===== src/rtl/dm_pkg.sv =====
// Shared types and constants for the DM load/store unit: access sizes,
// FSM states and the request-legality check used at accept time.
package dm_pkg;

  localparam int WADDR_WIDTH = 16;
  localparam int DATA_WIDTH  = 32;

  typedef enum logic [1:0] {
    SZ_B = 2'd0,
    SZ_H = 2'd1,
    SZ_W = 2'd2
  } size_e;

  typedef enum logic [2:0] {
    IDLE   = 3'd0,
    RD     = 3'd1,
    WR     = 3'd2,
    RMW_RD = 3'd3,
    RMW_WR = 3'd4,
    RESP   = 3'd5
  } state_e;

  // Size 3 is reserved; halves and words must be naturally aligned.
  function automatic logic is_illegal(input logic [1:0] size, input logic [1:0] off);
    is_illegal = (size == 2'd3) ||
                 ((size == SZ_H) && off[0]) ||
                 ((size == SZ_W) && (off != 2'b00));
  endfunction

endpackage


===== src/rtl/dm_lsu_if.sv =====
// Core-side request/response channel plus the DM word-memory port.
// master: the load/store unit; slave: the core and memory around it.
interface dm_lsu_if
  import dm_pkg::*;
#(
  parameter int BADDR_WIDTH = 18,
  parameter int WADDR_WIDTH = 16,
  parameter int DATA_WIDTH  = 32
);
  logic                   req_valid;
  logic                   req_ready;
  logic                   req_write;
  logic [1:0]             req_size;
  logic                   req_unsigned;
  logic [BADDR_WIDTH-1:0] req_addr;
  logic [DATA_WIDTH-1:0]  req_wdata;
  logic                   resp_valid;
  logic [DATA_WIDTH-1:0]  resp_rdata;
  logic                   resp_err;
  logic                   dm_enable;
  logic                   dm_write;
  logic [WADDR_WIDTH-1:0] dm_address;
  logic [DATA_WIDTH-1:0]  dm_in;
  logic [DATA_WIDTH-1:0]  dm_out;
  logic                   dm_stall;

  modport master (
    input  req_valid, req_write, req_size, req_unsigned, req_addr, req_wdata,
    output req_ready, resp_valid, resp_rdata, resp_err,
    output dm_enable, dm_write, dm_address, dm_in,
    input  dm_out, dm_stall
  );

  modport slave (
    output req_valid, req_write, req_size, req_unsigned, req_addr, req_wdata,
    input  req_ready, resp_valid, resp_rdata, resp_err,
    input  dm_enable, dm_write, dm_address, dm_in,
    output dm_out, dm_stall
  );
endinterface


===== src/rtl/dm_lane_align.sv =====
// Byte/half lane handling: extract and extend a lane for loads, and
// splice store data into a fetched word for read-modify-write.
module dm_lane_align
  import dm_pkg::*;
(
  input  logic [DATA_WIDTH-1:0] word,
  input  logic [1:0]            offset,
  input  logic [1:0]            size,
  input  logic                  is_unsigned,
  input  logic [15:0]           wdata,
  output logic [DATA_WIDTH-1:0] load_data,
  output logic [DATA_WIDTH-1:0] merged
);
  logic [7:0]  byte_lane;
  logic [15:0] half_lane;

  always_comb begin
    byte_lane = word[{offset, 3'b000} +: 8];
    half_lane = word[{offset[1], 4'b0000} +: 16];
    load_data = word;
    merged    = word;
    case (size)
      SZ_B: begin
        load_data = {{(DATA_WIDTH-8){~is_unsigned & byte_lane[7]}}, byte_lane};
        merged[{offset, 3'b000} +: 8] = wdata[7:0];
      end
      SZ_H: begin
        load_data = {{(DATA_WIDTH-16){~is_unsigned & half_lane[15]}}, half_lane};
        merged[{offset[1], 4'b0000} +: 16] = wdata;
      end
      default: ;
    endcase
  end
endmodule


===== src/rtl/dm_lsu.sv =====
// Load/store unit between the core MEM stage and the word-only DM port;
// sub-word stores are performed as read-modify-write.
module dm_lsu
  import dm_pkg::*;
#(
  parameter int BADDR_WIDTH = 18,
  parameter int WADDR_WIDTH = 16,
  parameter int DATA_WIDTH  = 32
) (
  input logic      clk,
  input logic      rst,
  dm_lsu_if.master bus
);
  state_e                 state_q, state_n;
  logic [1:0]             size_q, size_n;
  logic                   uns_q, uns_n;
  logic [1:0]             off_q, off_n;
  logic [15:0]            wdata_q, wdata_n;
  logic                   en_q, en_n, wr_q, wr_n;
  logic [WADDR_WIDTH-1:0] addr_q, addr_n;
  logic [DATA_WIDTH-1:0]  din_q, din_n;
  logic                   rv_q, rv_n, rerr_q, rerr_n;
  logic [DATA_WIDTH-1:0]  rdata_q, rdata_n;
  logic [DATA_WIDTH-1:0]  load_data, merged;
  logic                   done;

  dm_lane_align u_align (
    .word        (bus.dm_out),
    .offset      (off_q),
    .size        (size_q),
    .is_unsigned (uns_q),
    .wdata       (wdata_q),
    .load_data   (load_data),
    .merged      (merged)
  );

  // An access finishes on the first enabled cycle without stall.
  assign done = en_q & ~bus.dm_stall;

  always_comb begin
    state_n = state_q;
    size_n  = size_q;
    uns_n   = uns_q;
    off_n   = off_q;
    wdata_n = wdata_q;
    en_n    = en_q;
    wr_n    = wr_q;
    addr_n  = addr_q;
    din_n   = din_q;
    rv_n    = 1'b0;
    rerr_n  = 1'b0;
    rdata_n = '0;
    case (state_q)
      IDLE: begin
        if (bus.req_valid) begin
          size_n  = bus.req_size;
          uns_n   = bus.req_unsigned;
          off_n   = bus.req_addr[1:0];
          wdata_n = bus.req_wdata[15:0];
          if (is_illegal(bus.req_size, bus.req_addr[1:0])) begin
            state_n = RESP;
            rv_n    = 1'b1;
            rerr_n  = 1'b1;
          end else begin
            en_n   = 1'b1;
            addr_n = bus.req_addr[BADDR_WIDTH-1:2];
            if (!bus.req_write) begin
              state_n = RD;
            end else if (bus.req_size == SZ_W) begin
              state_n = WR;
              wr_n    = 1'b1;
              din_n   = bus.req_wdata;
            end else begin
              state_n = RMW_RD;
            end
          end
        end
      end
      RD: begin
        if (done) begin
          state_n = RESP;
          en_n    = 1'b0;
          rv_n    = 1'b1;
          rdata_n = load_data;
        end
      end
      WR: begin
        if (done) begin
          state_n = RESP;
          en_n    = 1'b0;
          wr_n    = 1'b0;
          rv_n    = 1'b1;
        end
      end
      RMW_RD: begin
        // Enable drops for one cycle so DM sees a fresh handshake for the write.
        if (done) begin
          state_n = RMW_WR;
          en_n    = 1'b0;
          din_n   = merged;
        end
      end
      RMW_WR: begin
        if (!en_q) begin
          en_n = 1'b1;
          wr_n = 1'b1;
        end else if (!bus.dm_stall) begin
          state_n = RESP;
          en_n    = 1'b0;
          wr_n    = 1'b0;
          rv_n    = 1'b1;
        end
      end
      RESP:    state_n = IDLE;
      default: state_n = IDLE;
    endcase
  end

  always_ff @(posedge clk) begin
    if (rst) begin
      state_q <= IDLE;
      size_q  <= '0;
      uns_q   <= 1'b0;
      off_q   <= '0;
      wdata_q <= '0;
      en_q    <= 1'b0;
      wr_q    <= 1'b0;
      addr_q  <= '0;
      din_q   <= '0;
      rv_q    <= 1'b0;
      rerr_q  <= 1'b0;
      rdata_q <= '0;
    end else begin
      state_q <= state_n;
      size_q  <= size_n;
      uns_q   <= uns_n;
      off_q   <= off_n;
      wdata_q <= wdata_n;
      en_q    <= en_n;
      wr_q    <= wr_n;
      addr_q  <= addr_n;
      din_q   <= din_n;
      rv_q    <= rv_n;
      rerr_q  <= rerr_n;
      rdata_q <= rdata_n;
    end
  end

  assign bus.req_ready  = (state_q == IDLE);
  assign bus.resp_valid = rv_q;
  assign bus.resp_err   = rerr_q;
  assign bus.resp_rdata = rdata_q;
  assign bus.dm_enable  = en_q;
  assign bus.dm_write   = wr_q;
  assign bus.dm_address = addr_q;
  assign bus.dm_in      = din_q;
endmodule

===== src/flat_wrapper.sv =====
// flat-port wrapper written by rule: the top's interface ports become plain ports
module dm_lsu_flat import dm_pkg::*;
#(
  parameter int BADDR_WIDTH = 18,
  parameter int WADDR_WIDTH = 16,
  parameter int DATA_WIDTH  = 32
)
  (clk, rst, bus_req_valid, bus_req_write, bus_req_size, bus_req_unsigned, bus_req_addr, bus_req_wdata, bus_req_ready, bus_resp_valid, bus_resp_rdata, bus_resp_err, bus_dm_enable, bus_dm_write, bus_dm_address, bus_dm_in, bus_dm_out, bus_dm_stall);
  dm_lsu_if #(.BADDR_WIDTH(BADDR_WIDTH), .WADDR_WIDTH(WADDR_WIDTH), .DATA_WIDTH(DATA_WIDTH)) bus_i ();
  input logic clk;
  input logic rst;
  input wire logic [$bits(bus_i.req_valid)-1:0] bus_req_valid;
  input wire logic [$bits(bus_i.req_write)-1:0] bus_req_write;
  input wire logic [$bits(bus_i.req_size)-1:0] bus_req_size;
  input wire logic [$bits(bus_i.req_unsigned)-1:0] bus_req_unsigned;
  input wire logic [$bits(bus_i.req_addr)-1:0] bus_req_addr;
  input wire logic [$bits(bus_i.req_wdata)-1:0] bus_req_wdata;
  output wire logic [$bits(bus_i.req_ready)-1:0] bus_req_ready;
  output wire logic [$bits(bus_i.resp_valid)-1:0] bus_resp_valid;
  output wire logic [$bits(bus_i.resp_rdata)-1:0] bus_resp_rdata;
  output wire logic [$bits(bus_i.resp_err)-1:0] bus_resp_err;
  output wire logic [$bits(bus_i.dm_enable)-1:0] bus_dm_enable;
  output wire logic [$bits(bus_i.dm_write)-1:0] bus_dm_write;
  output wire logic [$bits(bus_i.dm_address)-1:0] bus_dm_address;
  output wire logic [$bits(bus_i.dm_in)-1:0] bus_dm_in;
  input wire logic [$bits(bus_i.dm_out)-1:0] bus_dm_out;
  input wire logic [$bits(bus_i.dm_stall)-1:0] bus_dm_stall;
  assign bus_i.req_valid = bus_req_valid;
  assign bus_i.req_write = bus_req_write;
  assign bus_i.req_size = bus_req_size;
  assign bus_i.req_unsigned = bus_req_unsigned;
  assign bus_i.req_addr = bus_req_addr;
  assign bus_i.req_wdata = bus_req_wdata;
  assign bus_req_ready = bus_i.req_ready;
  assign bus_resp_valid = bus_i.resp_valid;
  assign bus_resp_rdata = bus_i.resp_rdata;
  assign bus_resp_err = bus_i.resp_err;
  assign bus_dm_enable = bus_i.dm_enable;
  assign bus_dm_write = bus_i.dm_write;
  assign bus_dm_address = bus_i.dm_address;
  assign bus_dm_in = bus_i.dm_in;
  assign bus_i.dm_out = bus_dm_out;
  assign bus_i.dm_stall = bus_dm_stall;
  dm_lsu #(.BADDR_WIDTH(BADDR_WIDTH), .WADDR_WIDTH(WADDR_WIDTH), .DATA_WIDTH(DATA_WIDTH)) u_core (.clk(clk), .rst(rst), .bus(bus_i));
endmodule

===== config.mk =====
export PLATFORM = sky130hd
export DESIGN_NAME = dm_lsu_flat
export DESIGN_NICKNAME = d
export VERILOG_FILES = /design/src/rtl/dm_pkg.sv /design/src/rtl/dm_lsu_if.sv /design/src/rtl/dm_lane_align.sv /design/src/rtl/dm_lsu.sv /design/src/flat_wrapper.sv
export SDC_FILE = /design/constraint.sdc
export NUM_CORES = 1
export LEC_CHECK = 0
export CAP_MARGIN = 15
export CORE_MARGIN = 2
export CORE_UTILIZATION = 40
export CTS_BUF_LIST = sky130_fd_sc_hd__clkbuf_8
export DETAILED_ROUTE_END_ITERATION = 8
export PLACE_DENSITY = 0.71
export SETUP_SLACK_MARGIN = 0.15
export SYNTH_ARGS = -nofsm -noshare
export SYNTH_HDL_FRONTEND = slang
export SYNTH_SLANG_ARGS = --single-unit

===== constraint.sdc =====
create_clock -name clk -period 3.05 [get_ports clk]
set_clock_uncertainty 0.2 [all_clocks]
set_input_delay 0.61 -clock clk [delete_from_list [all_inputs] [get_ports clk]]
set_output_delay 0.61 -clock clk [all_outputs]
set_load 0.03 [all_outputs]

==> flow_metrics.tcl, run 1 <==
set metrics [dict create \
    rsz0062_at_grt "false" \
    cp-start-kind "register" \
    cts-root-buf "clkbuf_8" \
    seqCellArea_mm2 0.00216 \
    synthCells 626 \
    place_congestion 0.912 \
    placed_area_mm2 0.00735 \
    maxSlewHeadroom 0.452 \
    setup_tns_ps 0 \
    routed_via_density 5.59 \
    initial_core_util 0.412 \
    leakage_uw 0.00272 \
    multi_input_area_mm2 0.00290 \
    wl_mm 18.3 \
    finalInstanceArea_mm2 0.00756 \
    dp_hpwl_mm 14.0 \
    vdd_drop_max_uv 334 \
    synth_seq_area_share 0.394 \
    io_pins 175 \
    cp.required_ps 2240 \
    core_mm2 0.0133 \
    timing.final.crit_share 0.900 \
    rows 42 \
    synth_edf_count 0 \
    layout_common_cells "clkdlybuf4s50_1 (174), dfxtp_1 (107), nand2_1 (72)" \
    syn_area_mm2 0.00549 \
    grt_max_degree 47 \
    async_reset_ff_frac 0 \
    cts_setup_buffers 0 \
    hp-class "reg2reg" \
    drtPass1Iterations 7 \
    htreeDepth 3 \
    hold_viol 0 \
    die_h_um 121 \
    vias 5378 \
    cts_max_path_buffers 2 \
    ys_types 65 \
    diodes 0 \
    synth.top_cell.area_share 0.394 \
    port_buffers 174 \
    drv_cap 0 \
    ys_warn_count 0 \
    drcViolationCount 0 \
    synthToLayoutAreaGrowth_pct 37.7 \
    chipWidth_um 121 \
    gr-total-overflow 0 \
    synth_flop_cell "dfxtp_1" \
    critPathMaxFanout 15 \
    grt_first_pass_wirelength_mm 28.7 \
    wire_per_inst_um 19.0 \
    outcome "finished, final reports clean" \
    fin_crit_ps 2750 \
    fmax_mhz 364 \
    clock-sinks 108 \
    cts_resized 0 \
    drive_gt1_frac 0.0840 \
    grt_pass1_vias 5294 \
    postSynthAreaPerCell_um2 8.77 \
    cts_buffers 9 \
    grt.total_usage 0.253 \
    drv_slew 0 \
    drt_iter0_drc 502 \
    powerDensity_mw_per_mm2 454 \
    crit_type "reg2out" \
    synth.largest_area_cell "dfxtp_1" \
    crit_arrival_ps 1940 \
    cts_tree "done" \
    end_kind "primary output" \
    fin_nets 876 \
    worst-slew-pin-transition_ps 821 \
    clk_latency_ps 400 \
    postRouteAntennaNets 0 \
    final_common_cell "clkdlybuf4s50_1" \
    antenna_found_initial 0 \
    synth_fp_nets 721 \
    fillers 1231 \
    clkTransAtPathRegs_ps 90 \
    setup_viol 0 \
    die_area_mm2 0.0147 \
    hold_buffers 0 \
    synth_seq_cells 108 \
    synth_area_leaders "dfxtp_1 (39%), mux2i_1 (7.5%), a21oi_1 (5.6%)" \
]
-- Yosys cell counts, drive strengths merged, types with 3 or more instances --
cell	n
nor3	4
dfxtp	108
nor3b	4
ha	5
mux2	7
nand2b	4
o211ai	9
buf	34
a211o	3
mux2i	41
a22oi	7
inv	44
a221oi	8
o21ai	5
o22ai	10
clkbuf	17
a211oi	17
o2bb2ai	16
a222oi	6
nand2	72
nor2b	3
a21oi	62
a22o	7
o32ai	33
nor2	65
nand3	5
-- worst max-delay path: stages, from the launching register on --
cell	delay, ps
dfxtp_1	480
nor3_1	320
clkdlybuf4s50_1	740
-- flip-flops by register name, summed over array words and instances, names as in the netlist --
register               flops
u_core.state_q             3
u_core.off_q               2
u_core.bus.dm_in          32
u_core.bus.resp_err        1
u_core.bus.dm_address     16
u_core.bus.resp_valid      1
u_core.bus.dm_enable       1
u_core.uns_q               1
u_core.bus.dm_write        1
u_core.wdata_q            16
u_core.size_q              2
u_core.bus.resp_rdata     32
-- path summary, 6_finish.rpt --
path / start / slack [ps] / cells after the start / to
hold / removal: u_core.bus.dm_in[19] / 260 / 2 / u_core.bus.dm_in[19]
hold reg to reg: u_core.bus.dm_in[19] / 260 / 2 / u_core.bus.dm_in[19]
setup reg to reg: u_core.size_q[0] / 630 / 5 / u_core.bus.dm_in[13]
setup / recovery: u_core.state_q[2] / 300 / 2 / bus_req_ready
-- final cells by class --
type | instances | area share
multi-input cells | 422 | 0.383
flip-flops and latches | 108 | 0.286
repair buffers | 195 | 0.251
well taps | 176 | 0.0291
inverters | 45 | 0.0223
clock buffers | 10 | 0.0182
clock inverters | 6 | 0.0104
-- through the flow --
stage | power, uW | hold slack, ps | setup WS (ps) | utilization | instances
floorplan | 2140 | 245 | 631 | - | 626
global placement | 2480 | 243 | 324 | 0.551 | 946
detailed placement | 2500 | 247 | 163 | 0.551 | 946
CTS | 3450 | 263 | 281 | 0.567 | 962
global route | 3600 | 281 | 166 | 0.567 | 962
finish | 3440 | 261 | 304 | 0.567 | 962
-- per-layer routing --
layer	part of all wire	track usage	up-vias
met5	0	0	-
met4	0.019	0.0776	0
met3	0.082	0.0808	29
met2	0.47	0.417	226
met1	0.43	0.315	2541
li1	-	-	2582
-- report_power, final --
part	leakage (uW)	total (uW)	switching [uW]	internal [uW]
Clock	0.000117	957	480	477
Combinational	0.00172	926	516	410
Sequential	0.000876	1550	81.8	1470
Total	0.00272	3440	1080	2360
-- logic make-up (layout without fill, tap and decap cells) --
family / Yosys count / in the layout / synth area share
adders and majority gates: 5 / 5 / 0.0114
muxes: 49 / 49 / 0.0932
AOI/OAI and AO/OA: 197 / 197 / 0.274
xor gates and xnor gates: 1 / 1 / 0.00159
DFF: 108 / 108 / 0.394
and+or+nand+nor: 170 / 170 / 0.147
buffers and inverters: 96 / 256 / 0.0797
(Power assumes the default switching activity.)
==> run 2, diff against run 1 <==
clock period = 2.7 ns   (was 3.05 ns; I/O delays follow)
==> flow_metrics.tcl, run 2 (synthesis results as in run 1) <==
set metrics [dict create \
    outcome "finished, final reports clean" \
    powerDensity_mw_per_mm2 505 \
    antenna_found_initial 0 \
    cts-root-buf "clkbuf_8" \
    grt_max_degree 46 \
    layout_common_cells "clkdlybuf4s50_1 (173), dfxtp_1 (107), nand2_1 (72)" \
    worst-slew-pin-transition_ps 799 \
    setup_tns_ps 0 \
    finalInstanceArea_mm2 0.00764 \
    setup_viol 0 \
    grt.total_usage 0.249 \
    rsz0062_at_grt "false" \
    hp-class "reg2reg" \
    die_area_mm2 0.0147 \
    drtPass1Iterations 8 \
    initial_core_util 0.412 \
    diodes 0 \
    critPathMaxFanout 15 \
    cts_setup_buffers 0 \
    htreeDepth 3 \
    maxSlewHeadroom 0.466 \
    gr-total-overflow 0 \
    wl_mm 18.4 \
    end_kind "register" \
    grt_first_pass_wirelength_mm 28.3 \
    final_common_cell "clkdlybuf4s50_1" \
    clk_latency_ps 390 \
    leakage_uw 0.00275 \
    fin_crit_ps 2420 \
    clkTransAtPathRegs_ps 110 \
    routed_via_density 5.56 \
    clock-sinks 108 \
    fin_nets 883 \
    drive_gt1_frac 0.0946 \
    grt_pass1_vias 5409 \
    io_pins 175 \
    drcViolationCount 0 \
    cts_buffers 9 \
    cts_tree "done" \
    vdd_drop_max_uv 353 \
    port_buffers 174 \
    fmax_mhz 414 \
    hold_buffers 0 \
    core_mm2 0.0133 \
    postRouteAntennaNets 0 \
    dp_hpwl_mm 14.0 \
    crit_arrival_ps 2470 \
    placed_area_mm2 0.00743 \
    crit_type "reg2reg" \
    seqCellArea_mm2 0.00216 \
    rows 42 \
    hold_viol 0 \
    drv_cap 0 \
    fin_hold_ws_ps 261 \
    synthToLayoutAreaGrowth_pct 39.0 \
    place_congestion 0.884 \
    chipWidth_um 121 \
    wire_per_inst_um 19.0 \
    cp.required_ps 2760 \
    multi_input_area_mm2 0.00290 \
    timing.final.crit_share 0.896 \
    cts_max_path_buffers 2 \
    fillers 1222 \
    drt_iter0_drc 410 \
    drv_slew 0 \
    cp-start-kind "register" \
    p_total_uw 3850 \
    vias 5391 \
    die_h_um 121 \
]
## run 2: layer usage
layer | global-route usage | vias up | part of all wire
met2 | 0.407 | 247 | 0.46
met5 | 0 | - | 0
met1 | 0.324 | 2510 | 0.42
met4 | 0.0948 | 0 | 0.026
met3 | 0.0512 | 29 | 0.086
li1 | - | 2605 | -
## run 2: final timing paths
kind,depth (start not counted),startpoint,slack (ps),end
max,4,u_core.size_q[0],280,u_core.bus.dm_in[13]
min,2,u_core.bus.dm_in[6],260,u_core.bus.dm_in[6]
max reg2reg,4,u_core.size_q[0],280,u_core.bus.dm_in[13]
min reg2reg,2,u_core.bus.dm_in[6],260,u_core.bus.dm_in[6]
## run 2: what timing repair did
item                                    4_1_cts  5_1_grt
gates resized for setup                       1        1
gates cloned                                  0        0
endpoints found under the setup margin        1        1
## run 2: layout make-up
type,instances,area share
multi-input combinational,422,0.380
sequential,108,0.283
timing repair buffer,202,0.259
tap,176,0.0288
inverter,45,0.0221
clock buffer,9,0.0162
clock inverter,7,0.0110
## run 2: critical path, cell delays in order, from the launching register on
cell and delay (ps):
dfxtp_1 830, o21bai_1 460, o2bb2ai_1 240, a211oi_1 410
o32ai_1 130
## run 2: per-stage QoR
| stage | utilization | setup WS (ps) | cells |
|---|---|---|---|
| 4_1_cts | 0.572 | 305 | 969 |
| 5_1_grt | 0.572 | 153 | 969 |
| 3_3_place_gp | 0.556 | 204 | 953 |
| 2_1_floorplan | - | 281 | 626 |
| 3_5_place_dp | 0.556 | 86.9 | 953 |
| 6_report | 0.572 | 282 | 969 |
## run 2: report_power, final
part | leakage, uW | total (uW) | switching (uW) | internal, uW
clock network | 0.000102 | 1040 | 595 | 443
logic | 0.00177 | 1070 | 592 | 474
registers | 0.000876 | 1750 | 87.0 | 1660
==> run 3, diff against run 2 <==
ABC_CLOCK_PERIOD_IN_PS = 2700   (was unset)
HOLD_SLACK_MARGIN = 0.05   (was unset)
==> results of run 3 <==
The final DEF is identical to that of run 2; final timing and power are the same.
